File: src/rtl/clock_set_ctrl_pkg.sv
// clock_set_ctrl_pkg: shared state encodings, field_en bit indices and helpers
// for the clock-calendar mode/edit controller.
//   state_t       3-bit FSM state, RUN=0, SET_SEC=1 ... SET_YEAR=6
//   F_*           field_en bit positions {year, month, day, hour, min, sec}
//   FE_ALL        all counters enabled (RUN)
//   next_state()  MODE-press successor, SET_YEAR wraps to RUN
//   field_of()    field_en pattern for a state
package clock_set_ctrl_pkg;

    typedef enum logic [2:0] {
        RUN      = 3'd0,
        SET_SEC  = 3'd1,
        SET_MIN  = 3'd2,
        SET_HOUR = 3'd3,
        SET_DAY  = 3'd4,
        SET_MON  = 3'd5,
        SET_YEAR = 3'd6
    } state_t;

    localparam int unsigned F_SEC  = 0;
    localparam int unsigned F_MIN  = 1;
    localparam int unsigned F_HOUR = 2;
    localparam int unsigned F_DAY  = 3;
    localparam int unsigned F_MON  = 4;
    localparam int unsigned F_YEAR = 5;

    localparam logic [5:0] FE_ALL = 6'b111111;

    function automatic state_t next_state(input state_t s);
        return (s == SET_YEAR) ? RUN : state_t'(3'(s) + 3'd1);
    endfunction

    // SET_x states are numbered so that state-1 is the field's bit index.
    function automatic logic [5:0] field_of(input state_t s);
        return (s == RUN) ? FE_ALL : 6'd1 << (3'(s) - 3'd1);
    endfunction

endpackage

File: src/rtl/clock_set_ctrl_button_cond.sv
// button_cond: synchronizes, debounces and edge-detects one active-low button.
//   clk, rst   system clock, synchronous active-high reset
//   btn_n_i    raw active-low button, asynchronous to clk
//   press_o    one-cycle pulse on the debounced high->low transition
//   level_o    debounced level (1 = released)
module button_cond #(
    parameter int unsigned DEBOUNCE_CYCLES = 20
) (
    input  logic clk,
    input  logic rst,
    input  logic btn_n_i,
    output logic press_o,
    output logic level_o
);

    localparam int unsigned CW = $clog2(DEBOUNCE_CYCLES + 1);

    logic [1:0]    sync_q;
    logic          level_q, level_d;
    logic [CW-1:0] cnt_q, cnt_d;
    logic          flip;

    // The level flips on the DEBOUNCE_CYCLES-th consecutive differing sample;
    // any agreeing sample restarts the count.
    always_comb begin
        flip    = (sync_q[1] != level_q) && (cnt_q == CW'(DEBOUNCE_CYCLES - 1));
        level_d = flip ? sync_q[1] : level_q;
        cnt_d   = (sync_q[1] == level_q || flip) ? '0 : cnt_q + 1'b1;
    end

    always_ff @(posedge clk) begin
        if (rst) begin
            sync_q  <= 2'b11;
            level_q <= 1'b1;
            cnt_q   <= '0;
        end else begin
            sync_q  <= {sync_q[0], btn_n_i};
            level_q <= level_d;
            cnt_q   <= cnt_d;
        end
    end

    // Press is taken at the flip itself so the controller registers it on the
    // same edge the debounced level changes.
    assign press_o = flip & ~sync_q[1];
    assign level_o = level_q;

endmodule

File: src/rtl/clock_set_ctrl.sv
// clock_set_ctrl: RUN/SET mode controller routing debounced UP/DOWN presses to
// the field being edited of the clock-calendar.
//   clk, rst                      system clock, synchronous active-high reset
//   btn_mode_n/btn_up_n/btn_down_n raw active-low buttons (asynchronous)
//   pulse_1s                      one-cycle time-base tick
//   pulse_1s_out                  tick to the seconds counter, RUN only
//   field_en[5:0]                 counter enables {year,month,day,hour,min,sec}
//   inc_pulse / dec_pulse         one-cycle edit requests for the enabled field
//   blink                         display-on qualifier for the edited field
//   edit_mode                     high in any SET state
module clock_set_ctrl
    import clock_set_ctrl_pkg::*;
#(
    parameter int unsigned DEBOUNCE_CYCLES = 20,
    parameter int unsigned TIMEOUT_S       = 10
) (
    input  logic       clk,
    input  logic       rst,
    input  logic       btn_mode_n,
    input  logic       btn_up_n,
    input  logic       btn_down_n,
    input  logic       pulse_1s,
    output logic       pulse_1s_out,
    output logic [5:0] field_en,
    output logic       inc_pulse,
    output logic       dec_pulse,
    output logic       blink,
    output logic       edit_mode
);

    logic [2:0] raw_n, p, lvl;
    logic       unused_lvl;

    assign raw_n = {btn_mode_n, btn_up_n, btn_down_n};

    for (genvar i = 0; i < 3; i++) begin : g_btn
        button_cond #(.DEBOUNCE_CYCLES(DEBOUNCE_CYCLES)) u_btn (
            .clk    (clk),
            .rst    (rst),
            .btn_n_i(raw_n[i]),
            .press_o(p[i]),
            .level_o(lvl[i])
        );
    end

    assign unused_lvl = &lvl;

    state_t     state_q, state_d;
    logic [5:0] to_q, to_d, field_en_q;
    logic       inc_q, inc_d, dec_q, dec_d, blink_q, blink_d, edit_q;
    logic       in_set, any_p, hit, entry;

    always_comb begin
        in_set  = state_q != RUN;
        any_p   = |p;
        // A press in the same cycle as the final tick cancels the timeout.
        hit     = in_set && TIMEOUT_S != 0 && pulse_1s && !any_p
                  && (to_q + 6'd1 == 6'(TIMEOUT_S));
        state_d = p[2] ? next_state(state_q) : hit ? RUN : state_q;
        entry   = state_d != state_q;
        to_d    = (state_d == RUN || entry || any_p) ? 6'd0
                  : pulse_1s ? to_q + 6'd1 : to_q;
        inc_d   = in_set && p[1] && !p[0] && !p[2];
        dec_d   = in_set && p[0] && !p[1] && !p[2];
        blink_d = (state_d == RUN || entry || (in_set && (p[1] || p[0]))) ? 1'b1
                  : pulse_1s ? ~blink_q : blink_q;
    end

    always_ff @(posedge clk) begin
        if (rst) begin
            state_q    <= RUN;
            to_q       <= 6'd0;
            field_en_q <= FE_ALL;
            inc_q      <= 1'b0;
            dec_q      <= 1'b0;
            blink_q    <= 1'b1;
            edit_q     <= 1'b0;
        end else begin
            state_q    <= state_d;
            to_q       <= to_d;
            field_en_q <= field_of(state_d);
            inc_q      <= inc_d;
            dec_q      <= dec_d;
            blink_q    <= blink_d;
            edit_q     <= state_d != RUN;
        end
    end

    assign pulse_1s_out = pulse_1s & (state_q == RUN);
    assign field_en     = field_en_q;
    assign inc_pulse    = inc_q;
    assign dec_pulse    = dec_q;
    assign blink        = blink_q;
    assign edit_mode    = edit_q;

endmodule

File: config.mk
export PLATFORM = sky130hd
export DESIGN_NAME = clock_set_ctrl
export DESIGN_NICKNAME = d
export VERILOG_FILES = /design/src/rtl/clock_set_ctrl_pkg.sv /design/src/rtl/clock_set_ctrl_button_cond.sv /design/src/rtl/clock_set_ctrl.sv
export SDC_FILE = /design/constraint.sdc
export NUM_CORES = 1
export LEC_CHECK = 0
export ABC_AREA = 1
export ABC_CLOCK_PERIOD_IN_PS = 3100
export BUFFER_PORTS_ARGS = -buffer_cell sky130_fd_sc_hd__buf_4
export CORE_MARGIN = 1
export CORE_UTILIZATION = 45
export DETAILED_ROUTE_END_ITERATION = 10
export GPL_TIMING_DRIVEN = 0
export PLACE_DENSITY_LB_ADDON = 0.15
export SYNTH_ARGS = -nofsm -noshare
export SYNTH_HDL_FRONTEND = slang
export SYNTH_HIERARCHICAL = 1
export SYNTH_SLANG_ARGS = --single-unit
export TNS_END_PERCENT = 1
File: constraint.sdc
create_clock -name clk -period 3.1 [get_ports clk]
set_clock_uncertainty 0.05 [all_clocks]
set_input_delay 0.93 -clock clk [delete_from_list [all_inputs] [get_ports clk]]
set_output_delay 0.93 -clock clk [all_outputs]
set_load 0.02 [all_outputs]
# [Yosys cells after proc, flatten, opt, wreduce, memory -nomap -nowiden]
# Index checks and enable logic that the tools add are counted.
# W data, S select, Z words.
[word_totals] register_bits=43
[classes] eq_ne=12 n_bitwise=8 n_shift=1 mux=3 reduce_logical=35 n_addsub=6
[op_table] operator="$add A5 B1 Y5 const B" n=3
[op_table] operator="$eq A5 B5 Y1 const B" n=3
[op_table] operator="$logic_and A1 B1 Y1" n=13
[op_table] operator="$reduce_or A2 Y1" n=6
[op_table] operator="$mux W3" n=3
[op_table] operator="$logic_or A1 B1 Y1" n=7
[op_table] operator="$add A6 B1 Y6 const B" n=1
[op_table] operator="$eq A6 B4 Y1 const B" n=1
[op_table] operator="$logic_not A3 Y1" n=2
[op_table] operator="$reduce_bool A3 Y1" n=2
[op_table] operator="$shl A1 B3 Y6 const A" n=1
[op_table] operator="$and A1 B1 Y1" n=4
[op_table] operator="$logic_not A1 Y1" n=4
[op_table] operator="$not A1 Y1" n=4
[op_table] operator="$add A3 B1 Y3 const B" n=1
[op_table] operator="$eq A1 B1 Y1" n=3
[op_table] operator="$eq A3 B3 Y1 const B" n=1
[op_table] operator="$ne A1 B1 Y1" n=3
[op_table] operator="$ne A3 B3 Y1" n=1
[op_table] operator="$reduce_or A3 Y1" n=1
[op_table] operator="$sub A3 B1 Y3 const B" n=1

# [Depth between registers and ports, before layout]
# Gate-level depths: netlist of the first run.
[logic_depth] word_depth=13 ltp_mapped=18 depth_no_buf=18

# [Cells and area by module]
# The synthesis of the first run kept the hierarchy.
[modules_own_cells] module="button_cond" cells_each=43 seq_area_each_um2=160.2 instances=3 area_per_inst_um2=346.6
[modules_own_cells] module="clock_set_ctrl" cells_each=127 seq_area_each_um2=380.4 instances=1 area_per_inst_um2=939.7

# [Worst setup path before layout of the first run]
# Ideal clock, no wire load.
[synth_path] path_type="input port to output port" start="input port pulse_1s" end="output port pulse_1s_out" stages=3 path_buffers=1 slack_ns=0.673 required_time_ns=2.120 arrival_time_ns=1.447 cell_sequence="buf_4 -> inv_1 -> nor2_1"
[synth_between] elab_chain_cells=1
[synth_rtl] item="start: declaration" line_no="clock_set_ctrl.sv:22" text="input logic pulse_1s,"
[synth_rtl] item="$and A1 B1 Y1" line_no="clock_set_ctrl.sv:89" text="assign pulse_1s_out = pulse_1s & (state_q == RUN);"
[synth_rtl] item="end: declaration" line_no="clock_set_ctrl.sv:23" text="output logic pulse_1s_out,"
# Every way passes these cells.

# [Final worst setup path of the first run]
[layout_path] start="register g_btn[2].u_btn.cnt_q[0]" end="register field_en_q[0], in the netlist field_en[0]"
[layout_between] elab_chain_cells=11 elab_cells_between_ends=13 cone_classes="1 x add/sub; 1 x eq/ne; 1 x shift; 2 x mux; 1 x bitwise; 7 x reduce/logical"
[layout_rtl] item="start: declaration" line_no="clock_set_ctrl_button_cond.sv:20" text="logic [CW-1:0] cnt_q, cnt_d;"
[layout_rtl] item="start signal: assignment" line_no="clock_set_ctrl_button_cond.sv:39" text="cnt_q <= cnt_d;"
[layout_rtl] item="$eq A5 B5 Y1 *" line_no="clock_set_ctrl_button_cond.sv:26" text="flip = (sync_q[1] != level_q) && (cnt_q == CW'(DEBOUNCE_CYCLES - 1));"
[layout_rtl] item="$logic_and A1 B1 Y1 *" line_no="clock_set_ctrl_button_cond.sv:26"
[layout_rtl] item="$and A1 B1 Y1 *" line_no="clock_set_ctrl_button_cond.sv:45" text="assign press_o = flip & ~sync_q[1];"
[layout_rtl] item="named net p[2]" line_no="clock_set_ctrl.sv:31" text="logic [2:0] raw_n, p, lvl;"
[layout_rtl] item="$reduce_or A3 Y1" line_no="clock_set_ctrl.sv:55" text="any_p = |p;"
[layout_rtl] item="$logic_not A1 Y1" line_no="clock_set_ctrl.sv:57" text="hit = in_set && TIMEOUT_S != 0 && pulse_1s && !any_p"
[layout_rtl] item="$logic_and A1 B1 Y1" line_no="clock_set_ctrl.sv:57"
[layout_rtl] item="$logic_and A1 B1 Y1" line_no="clock_set_ctrl.sv:58" text="&& (to_q + 6'd1 == 6'(TIMEOUT_S));"
[layout_rtl] item="$mux W3" line_no="clock_set_ctrl.sv:59" text="state_d = p[2] ? next_state(state_q) : hit ? RUN : state_q;"
[layout_rtl] item="$mux W3 *" line_no="clock_set_ctrl.sv:59"
[layout_rtl] item="$sub A3 B1 Y3 or $logic_not A3 Y1 (tied branches)" line_no="clock_set_ctrl_pkg.sv:35" text="return (s == RUN) ? FE_ALL : 6'd1 << (3'(s) - 3'd1);"
[layout_rtl] item="$shl A1 B3 Y6 or $reduce_or A2 Y1 (tied branches)"
[layout_rtl] item="end signal: assignment" line_no="clock_set_ctrl.sv:81" text="field_en_q <= field_of(state_d);"
[layout_rtl] item="end: declaration" line_no="clock_set_ctrl.sv:49" text="logic [5:0] to_q, to_d, field_en_q;"
# The timed path passes the listed nets; every way through them passes the cells marked *.
# A chain may end at the register's enable or synchronous reset.

==> run metrics, run 1 <==
Worst Path Required 3.22 ns; CP Launch Type flip-flop; cell mode on critical path nand2_1; worst stage delay on the critical path 0.38 ns; synth unique cells 25; clock period minus worst slack 2.631 ns; ranking of synthesized cells by area dfxtp_1, nand2_1, inv_1; number of global-route vias before repair 1254; I/O pin cnt 17; CP Data Arrival Time 2.76 ns; maximum net fanout on the critical path 7; Final Cell Area 2272 um^2; crit end category flip-flop; Routed WL 3146 um; Root Buffer clkbuf_8; crit path cell chain ha_1, inv_2, nor2_2, nand2_2, nor2_1, inv_2, nand2_1, nor2_1, nand2_1, nor2_4, nand3_4, nand2_1, nand2_1, nor2_1, ha_1, nor2_1, nand2_1; worst vdd ir 0.0002912 V; die width 68.32 um; Worst slew margin 76.09%; Clock Tree Buf Depth 2; number of H-tree levels 2; asr flop ratio synth 0%; status finished, final reports clean; number of port buffers 15; Max-cap violations 0; final antenna diode count 0; share of layout cells above drive strength 1 22.58%; gpl congestion 0.7461; die area 4668 um^2; first-pass GRT wire length 5382 um; final hold vios 0; GRT Total Usage 15.64%; drt pass-1 iters 4; largest delay contributor family on the critical path simple AND/OR/NAND/NOR gates; syn avg cell area 7.732 um^2; Synth Register Bits 43; post-synthesis sequential area ratio 43.49%; share of the synthesized area in the top cell type 43.49%; largest net degree at the start of global routing 16; commonest cells in the netlist nand2_1, dfxtp_1, inv_1, nor2_1, nand3_1; Synth Net Count 268; row count 23; Post-synth EDFFs 0; RSZ-0062 raised after global routing false; post-cts resize count 0; hold_buf cts 0; mapped cell area 1979 um^2; critical path type flip-flop to flip-flop; nets 290; Power Density 456.9 nW/um^2; Sum Neg Setup Slack 0 ns; LEAKAGE 0.9770 nW; DR WL/cell 9.562 um; count of pins over their slew limit 0; total gr overflow 0; Die Ht 68.32 um; Critical path buffers and inverters 2; worst min path class flip-flop to flip-flop; setup violators final 0; initial antenna violation count 0; via count 1502; Yosys top cell by area dfxtp_1; 1st-iter DRT viols 68; total CTS buffers 5; Sink Count 43; TritonCTS clock tree built; area of the core 4115 um^2; placed inst area 2155 um^2; top-count cell post-synth nand2_1; max frequency 380.1 MHz; Clk pin slew, worst setup/hold paths 0.08 ns; Final Total Pwr 1.038 mW; Initial Utilization 48.10%; Clock Latency Late Sink 0.29 ns; Detailed Place HPWL 2307 um; vias per cell 4.565; Post-CTS Setup Repair Bufs 0; synthesized instance count 256; Remaining DRCs 0; Warnings, synthesis 6; Tcrit/Tclk final 84.86%; Final ANT Viol Nets 0; Layout area overhead 14.79%; Crit-path slowest cell dfxtp_1; worst slew pin tran 0.3573 ns; ys flop type dfxtp_1
per-stage QoR:
step	hold slack, ns	worst slack (ns)	cells	util (%)
5_1_grt	0.3844	0.1581	329	55.21
3_3_place_gp	0.3446	0.4372	321	52.36
2_1_floorplan	0.3395	0.6727	256	-
4_1_cts	0.3688	0.4322	329	55.21
3_5_place_dp	0.3499	0.4429	321	52.36
6_report	0.3658	0.4693	329	55.21
metal layers:
layer / vias up / routed length [um] / GRT usage (%)
li1: 842 / - / -
met1: 640 / 1587 / 20.20
met2: 14 / 1411 / 23.53
met3: 6 / 105 / 6.000
met4: 0 / 41 / 5.469
met5: - / 0 / 0
worst reg2reg max path, stage by stage (launching register included):
cell	delay (ns)
dfxtp_1	0.38
ha_1	0.26
inv_2	0.05
nor2_2	0.10
nand2_2	0.09
nor2_1	0.22
inv_2	0.10
nand2_1	0.10
nor2_1	0.05
nand2_1	0.09
nor2_4	0.04
nand3_4	0.09
nand2_1	0.06
nand2_1	0.12
nor2_1	0.06
ha_1	0.23
nor2_1	0.32
nand2_1	0.10
layout make-up:
type	instances	area (um^2)
flip-flops and latches	43	860.8
clock buffers	6	82.58
multi-input cells	172	960.9
well taps	50	62.56
inverters	40	150.1
repair buffers	15	112.6
clock inverters	2	35.03
plain buffers	1	7.507
fillers	403	1843
flip-flops by register name, summed over array words and instances, names as in the netlist, 3 cells and up:
| signal | count |
|---|---|
| g_btn.u_btn/level_o | 3 |
| to_q | 6 |
| g_btn.u_btn/sync_q | 6 |
| field_en | 6 |
| state_q | 3 |
| g_btn.u_btn/cnt_q | 15 |
path summary, 6_finish.rpt:
check | from | to | slack, ns | cells after the start
setup / recovery | g_btn[2].u_btn/cnt_q[0]$_SDFF_PP0_ | field_en[0]$_SDFF_PP1_ | 0.47 | 17
hold / removal | g_btn[2].u_btn/sync_q[0]$_SDFF_PP1_ | g_btn[2].u_btn/sync_q[1]$_SDFF_PP1_ | 0.37 | 1
setup reg to reg | g_btn[2].u_btn/cnt_q[0]$_SDFF_PP0_ | field_en[0]$_SDFF_PP1_ | 0.47 | 17
hold reg to reg | g_btn[2].u_btn/sync_q[0]$_SDFF_PP1_ | g_btn[2].u_btn/sync_q[1]$_SDFF_PP1_ | 0.37 | 1
placed cells by master (no fill, tap or decap):
master	Yosys	final
nand4_1	8	8
nor2_1	32	32
clkinv_2	0	1
a31oi_1	1	1
or2_2	6	6
bufinv_16	0	1
nand2_1	54	54
o21bai_1	1	1
dfxtp_1	43	43
o21ai_0	6	6
a21oi_1	2	2
nor3_1	1	1
xor2_1	1	1
ha_1	6	6
nand2_2	6	6
nor2_4	5	5
nand3_1	21	21
nor4_1	1	1
a21boi_0	1	1
a21oi_2	2	2
nand2_4	2	2
nand3_4	4	4
nor2_2	8	8
inv_1	34	34
xnor2_1	4	4
clkbuf_8	0	6
inv_2	6	6
buf_4	1	16
power by group:
group / internal, mW / switching, mW
logic: 0.0126 / 0.0176
clock network: 0.261 / 0.188
registers: 0.557 / 0.00251
total: 0.830 / 0.208
cells by family (layout without fill, tap and decap cells):
group / Yosys count / in the layout / share of synthesized area, %
AOI/OAI and AO/OA: 13 / 13 / 3.983
DFF: 43 / 43 / 43.49
xor gates and xnor gates: 5 / 5 / 2.212
and+or+nand+nor: 148 / 148 / 38.56
adders and majority gates: 6 / 6 / 3.793
buffers and inverters: 41 / 64 / 7.965
No activity file was read; power rests on OpenSTA's default activity.
==> inputs of run 2 (changes only) <==
--- a/config.mk
+++ b/config.mk
@@ -6,7 +6,7 @@
 export NUM_CORES = 1
 export LEC_CHECK = 0
 export ABC_AREA = 1
-export ABC_CLOCK_PERIOD_IN_PS = 3100
+export ABC_CLOCK_PERIOD_IN_PS = 2400
 export BUFFER_PORTS_ARGS = -buffer_cell sky130_fd_sc_hd__buf_4
 export CORE_MARGIN = 1
 export CORE_UTILIZATION = 45
==> constraint.sdc (replaced) <==
create_clock -name clk -period 2.4 [get_ports clk]
set_clock_uncertainty 0.05 [all_clocks]
set_input_delay 0.72 -clock clk [delete_from_list [all_inputs] [get_ports clk]]
set_output_delay 0.72 -clock clk [all_outputs]
set_load 0.02 [all_outputs]
==> run metrics, run 2 (synthesized netlist as in run 1, its figures left out) <==
status finished, final reports clean; Hold Crit Start g_btn[2].u_btn/sync_q[0]$_SDFF_PP1_; Die Ht 68.32 um (unchanged); total CTS buffers 5 (unchanged); worst vdd ir 0.0003962 V (+36%); Detailed Place HPWL 2307 um (unchanged); number of H-tree levels 2 (unchanged); reg2reg path depth 18 (+1); crit path cell chain ha_4, inv_2, nor2_4, nand2_2, nor2_4, inv_4, nand2_1, nor2_1, nand2_1, nor2_4, nand3_4, nand2_2, nand2_4, nor2_1, ha_2, nor2_4, nand2_4, nor2_2; Fin Hold WS 0.3663 ns (+0.0005690 ns); Power Density 560.5 nW/um^2 (+23%); Crit-path slowest cell dfxtp_4; CP Data Arrival Time 2.42 ns (-0.34 ns); Final Total Pwr 1.344 mW (+29%); Tcrit/Tclk final 94.74% (+9.9 points); Remaining DRCs 0 (unchanged); crit end category flip-flop; part of the power in combinational logic 3.1% (+0.2 points); 1st-iter DRT viols 68 (unchanged); Final Cell Area 2397 um^2 (+5.5%); Routed WL 3377 um (+7.3%); Clk pin slew, worst setup/hold paths 0.08 ns (about the same); sw power 272.1 uW (+31%); CP startpoint g_btn[2].u_btn/cnt_q[0]$_SDFF_PP0_; final antenna diode count 0 (unchanged); placed inst area 2155 um^2 (unchanged); Worst Path Required 2.54 ns (-0.68 ns); DR WL/cell 10.14 um (+6.1%); reg2reg start g_btn[2].u_btn/cnt_q[0]$_SDFF_PP0_; CP Launch Type flip-flop; clock network power share 43.2% (about the same); total gr overflow 0 (unchanged); largest net degree at the start of global routing 16 (unchanged); Reg2Reg Setup Slack 0.13 ns (-0.34 ns); worst stage delay on the critical path 0.37 ns (about the same); final hold vios 0 (unchanged); TritonCTS clock tree built; Clock Tree Buf Depth 2 (unchanged); worst min path class flip-flop to flip-flop; gpl congestion 0.7461 (unchanged); number of port buffers 15 (unchanged); setup violators final 0 (unchanged); Clock Latency Late Sink 0.29 ns (about the same); Max-cap violations 0 (unchanged); number of flip-flops under the largest register name 15 (unchanged); vias per cell 4.685 (+2.6%); nets 294 (+1.4%); Hold Path Cell Cnt 1 (unchanged); switching power share of the total 20.25% (+0.18 points); first-pass GRT wire length 5506 um (+2.3%); most common cell after layout, fill and taps aside nand2_1; Final ANT Viol Nets 0 (unchanged); maximum net fanout on the critical path 6 (-1); initial antenna violation count 0 (unchanged); count of pins over their slew limit 0 (unchanged); die width 68.32 um (unchanged); Layout area overhead 21.11%; most frequent cells in the layout nand2_1, dfxtp_1, inv_1; Most flops, register g_btn.u_btn/cnt_q; GRT Total Usage 15.95% (+0.31 points); LEAKAGE 0.9898 nW (+1.3%); Hold EP g_btn[2].u_btn/sync_q[1]$_SDFF_PP1_; R2R Path End to_q[2]$_SDFFE_PP0P_; clock period minus worst slack 2.274 ns (-0.3569 ns); row count 23 (unchanged); hold_buf cts 0 (unchanged); cell mode on critical path nor2_4; area of the core 4115 um^2 (unchanged); Initial Utilization 48.10% (unchanged); via count 1560 (+3.9%); Worst slew margin 81.86% (+5.8 points); I/O pin cnt 17 (unchanged); fillers 388 (-3.7%); critical path type flip-flop to flip-flop; share of layout cells above drive strength 1 30.04% (+7.5 points); Sink Count 43 (unchanged); Reg power frac 53.7% (-0.2 points); die area 4668 um^2 (unchanged); drt pass-1 iters 4 (unchanged); number of global-route vias before repair 1283 (+2.3%); worst slew pin tran 0.2717 ns (-0.08555 ns); Int Power 1.072 mW (+29%); max frequency 439.8 MHz (+16%); Root Buffer clkbuf_8
[run 2: changes by cell type in the layout (fill, tap and decap cells not counted), sizes merged]
cell and delta:
buf +4
[run 2: metrics by stage]
stage	utilization [%]	setup TNS [ns]	setup slack [ns]	std cells
6_report	58.25	0	0.1263	333
5_1_grt	58.25	-0.1786	-0.03325	333
4_1_cts	56.25	0	0.01830	329
3_5_place_dp	52.36	-2.130	-0.2571	321
3_3_place_gp	52.36	-2.050	-0.2628	321
2_1_floorplan	-	0	0.08067	256
[run 2: worst max path at each step]
stage,endpoint,cells past startpoint
floorplan,field_en[0]$_SDFF_PP1_,17
global placement,field_en[1]$_SDFF_PP1_,17
detailed placement,field_en[4]$_SDFF_PP1_,17
CTS,to_q[0]$_SDFFE_PP0P_,18
global route,to_q[4]$_SDFFE_PP0P_,18
finish,to_q[2]$_SDFFE_PP0P_,18
[run 2: power by group through the flow]
stage | sequential, mW | combinational, mW | clock (mW)
after global routing | 0.723 | 0.0476 | 0.626
after floorplan | 0.738 | 0.0266 | 0
after detailed placement | 0.739 | 0.0397 | 0
final | 0.722 | 0.0410 | 0.580
after CTS | 0.722 | 0.0415 | 0.600
after global placement | 0.739 | 0.0397 | 0
[run 2: what timing repair did]
| action | 4_1_cts | 5_1_grt |
|---|---|---|
| cloned | 0 | 0 |
| gates resized for setup | 11 | 17 |
| setup buffers | 0 | 4 |
| pin swaps | 1 | 5 |
| endpoints found under the setup margin | 14 | 14 |
[run 2: area by class of cell]
| class | instances | area (um^2) | share of cell area, % |
|---|---|---|---|
| multi-input cells | 172 | 1044 | 43.53 |
| flip-flops and latches | 43 | 870.8 | 36.33 |
| inverters | 40 | 152.6 | 6.367 |
| repair buffers | 19 | 142.6 | 5.950 |
| clock buffers | 6 | 82.58 | 3.445 |
| well taps | 50 | 62.56 | 2.610 |
| clock inverters | 2 | 35.03 | 1.461 |
| plain buffers | 1 | 7.507 | 0.3132 |
[run 2: layer usage]
| metal | track usage [%] | routed length, um | vias up | part of all wire [%] |
|---|---|---|---|---|
| met3 | 6.000 | 114 | 6 | 3.4 |
| met5 | 0 | 0 | - | 0 |
| met2 | 24.51 | 1605 | 16 | 48 |
| met4 | 5.469 | 41 | 0 | 1.2 |
| met1 | 20.30 | 1616 | 688 | 48 |
| li1 | - | - | 850 | - |
[run 2: critical path: cells and delay by family (launching register included)]
family | cells | cell delay (ns)
adders and majority gates | 2 | 0.43
and+or+nand+nor | 14 | 1.15
DFF | 1 | 0.37
buffers and inverters | 2 | 0.14
==> inputs of run 3 (changes only) <==
--- a/config.mk
+++ b/config.mk
@@ -13,6 +13,7 @@
 export DETAILED_ROUTE_END_ITERATION = 10
 export GPL_TIMING_DRIVEN = 0
 export PLACE_DENSITY_LB_ADDON = 0.15
+export SETUP_SLACK_MARGIN = 0.2
 export SYNTH_ARGS = -nofsm -noshare
 export SYNTH_HDL_FRONTEND = slang
 export SYNTH_HIERARCHICAL = 1
==> run metrics, run 3 (synthesized netlist as in run 1, its figures left out) <==
number of H-tree levels 2 (unchanged); routed length on met3 104 um (-8.8%); nets 303 (+3.1%); Clock Latency Late Sink 0.29 ns (about the same); CP Data Arrival Time 2.35 ns (-0.07 ns); Final Total Pwr 1.422 mW (+5.8%); register area 870.8 um^2 (unchanged); die area 4668 um^2 (unchanged); fillers 363 (-6.4%); via count 1615 (+3.5%); Remaining DRCs 0 (unchanged); Detailed Place HPWL 2368 um (+2.6%); Layout area overhead 26.61%; Fin Hold WS 0.3629 ns (-0.003396 ns); Sink Count 43 (unchanged); total CTS buffers 5 (unchanged); most common cell after layout, fill and taps aside nand2_1; critical path type flip-flop to flip-flop; Cells after DPL 321 (unchanged); LEAKAGE 1.043 nW (+5.4%); setup violators final 0 (unchanged); Final Cell Area 2506 um^2 (+4.5%); number of flip-flops under the largest register name 15 (unchanged); I/O pin cnt 17 (unchanged); Worst slew margin 79.65% (-2.2 points); R2R Path End field_en[5]$_SDFF_PP1_; final antenna diode count 0 (unchanged); met2 WL 1734 um (+8.0%); worst vdd ir 0.0002551 V (-36%); Reg2Reg Setup Slack 0.24 ns (+0.12 ns); Final WS setup 0.2431 ns (+0.1169 ns); RSZ-0062 raised after global routing true; final hold vios 0 (unchanged); CP startpoint g_btn[2].u_btn/cnt_q[0]$_SDFF_PP0_; CP Launch Type flip-flop; maximum net fanout on the critical path 5 (-1); Setup crit end field_en[5]$_SDFF_PP1_; total gr overflow 0 (unchanged); Initial Utilization 48.10% (unchanged); reg2reg path depth 18 (unchanged); Clk pin slew, worst setup/hold paths 0.08 ns (about the same); fin util 60.90% (+2.6 points); first-pass GRT wire length 5878 um (+6.8%); Sum Neg Setup Slack 0 ns (unchanged); worst min path class flip-flop to flip-flop; Die Ht 68.32 um (unchanged); crit end category flip-flop; placed inst area 2162 um^2 (+0.35%); number of global-route vias before repair 1383 (+7.8%); 1st-iter DRT viols 75 (+10%); reg2reg start g_btn[2].u_btn/cnt_q[0]$_SDFF_PP0_; Most flops, register g_btn.u_btn/cnt_q; Worst Path Required 2.59 ns (+0.05 ns); Clock Tree Buf Depth 2 (unchanged); drt pass-1 iters 4 (unchanged); Power Density 567.3 nW/um^2 (+1.2%); max frequency 463.6 MHz (+5.4%); die width 68.32 um (unchanged); WL met1 1714 um (+6.1%); Final ANT Viol Nets 0 (unchanged); most frequent cells in the layout nand2_1, dfxtp_1, inv_1; vias per cell 4.722 (+0.80%); Tcrit/Tclk final 89.87% (-4.9 points); largest net degree at the start of global routing 16 (unchanged); share of layout cells above drive strength 1 32.19% (+2.2 points); pre-CTS WS -0.07399 ns (+0.1831 ns); Routed WL 3625 um (+7.3%); initial antenna violation count 0 (unchanged); gpl congestion 0.7801 (+4.6%); area of the core 4115 um^2 (unchanged); Root Buffer clkbuf_8; GRT Total Usage 17.32% (+1.4 points); Highest Signal Layer met4; multi-input logic area 1072 um^2 (+2.8%); status finished, final reports clean; count of pins over their slew limit 0 (unchanged); Non-Filler Instances 342 (+2.7%); worst slew pin tran 0.3025 ns (+0.03080 ns); number of port buffers 15 (unchanged); TritonCTS clock tree built; clock period minus worst slack 2.157 ns (-0.1169 ns); Max-cap violations 0 (unchanged); DR WL/cell 10.60 um (+4.5%); row count 23 (unchanged)
-- run 3: worst max-delay path: stages (launching register included) --
cell,delay [ns]
dfxtp_4,0.37
ha_4,0.17
inv_2,0.06
nor2_4,0.04
nand2_2,0.09
nor2_4,0.05
inv_2,0.08
nand2_1,0.07
nor2_1,0.10
nand2_1,0.08
nor2_4,0.10
nand3_4,0.12
nand2_2,0.09
nand2_2,0.07
nor2_4,0.13
ha_4,0.22
inv_1,0.07
nand3_1,0.08
nand2_1,0.07
-- run 3: worst min-delay path by stage --
stage                                        start                                  end  slack [ns]  cells after the start
5_1_grt        g_btn[2].u_btn/sync_q[0]$_SDFF_PP1_  g_btn[2].u_btn/sync_q[1]$_SDFF_PP1_        0.38                      1
2_1_floorplan  g_btn[0].u_btn/sync_q[0]$_SDFF_PP1_  g_btn[0].u_btn/sync_q[1]$_SDFF_PP1_        0.34                      1
4_1_cts        g_btn[1].u_btn/sync_q[0]$_SDFF_PP1_  g_btn[1].u_btn/sync_q[1]$_SDFF_PP1_        0.37                      1
6_report       g_btn[2].u_btn/sync_q[0]$_SDFF_PP1_  g_btn[2].u_btn/sync_q[1]$_SDFF_PP1_        0.36                      1
3_5_place_dp   g_btn[1].u_btn/sync_q[0]$_SDFF_PP1_  g_btn[1].u_btn/sync_q[1]$_SDFF_PP1_        0.35                      1
3_3_place_gp   g_btn[2].u_btn/sync_q[0]$_SDFF_PP1_  g_btn[2].u_btn/sync_q[1]$_SDFF_PP1_        0.34                      1
-- run 3: area by class of cell --
cell class / count / area share (%)
Sequential cell: 43 / 34.75
Multi-Input combinational cell: 172 / 42.79
Buffer: 1 / 0.2996
Timing Repair Buffer: 28 / 8.387
Clock buffer: 6 / 2.896
Inverter: 40 / 5.991
Tap cell: 50 / 2.496
Clock inverter: 2 / 2.396
-- run 3: what timing repair did --
item | CTS | global route
endpoints found under the setup margin | 14 | 15
buffers inserted | 7 | 6
pin swaps | 7 | 5
resized for setup | 20 | 9
hold buffers | 0 | 0
-- run 3: layer usage --
metal	vias up	track usage (%)
met5	-	0
li1	871	-
met3	7	5.000
met2	17	27.94
met4	0	7.813
met1	720	21.11
-- run 3: power breakdown --
group          switching [mW]  internal (mW)  leakage, nW
logic                  0.0251         0.0174        0.626
registers             0.00403          0.718        0.352
clock network           0.241          0.416       0.0654
total                   0.270           1.15         1.04
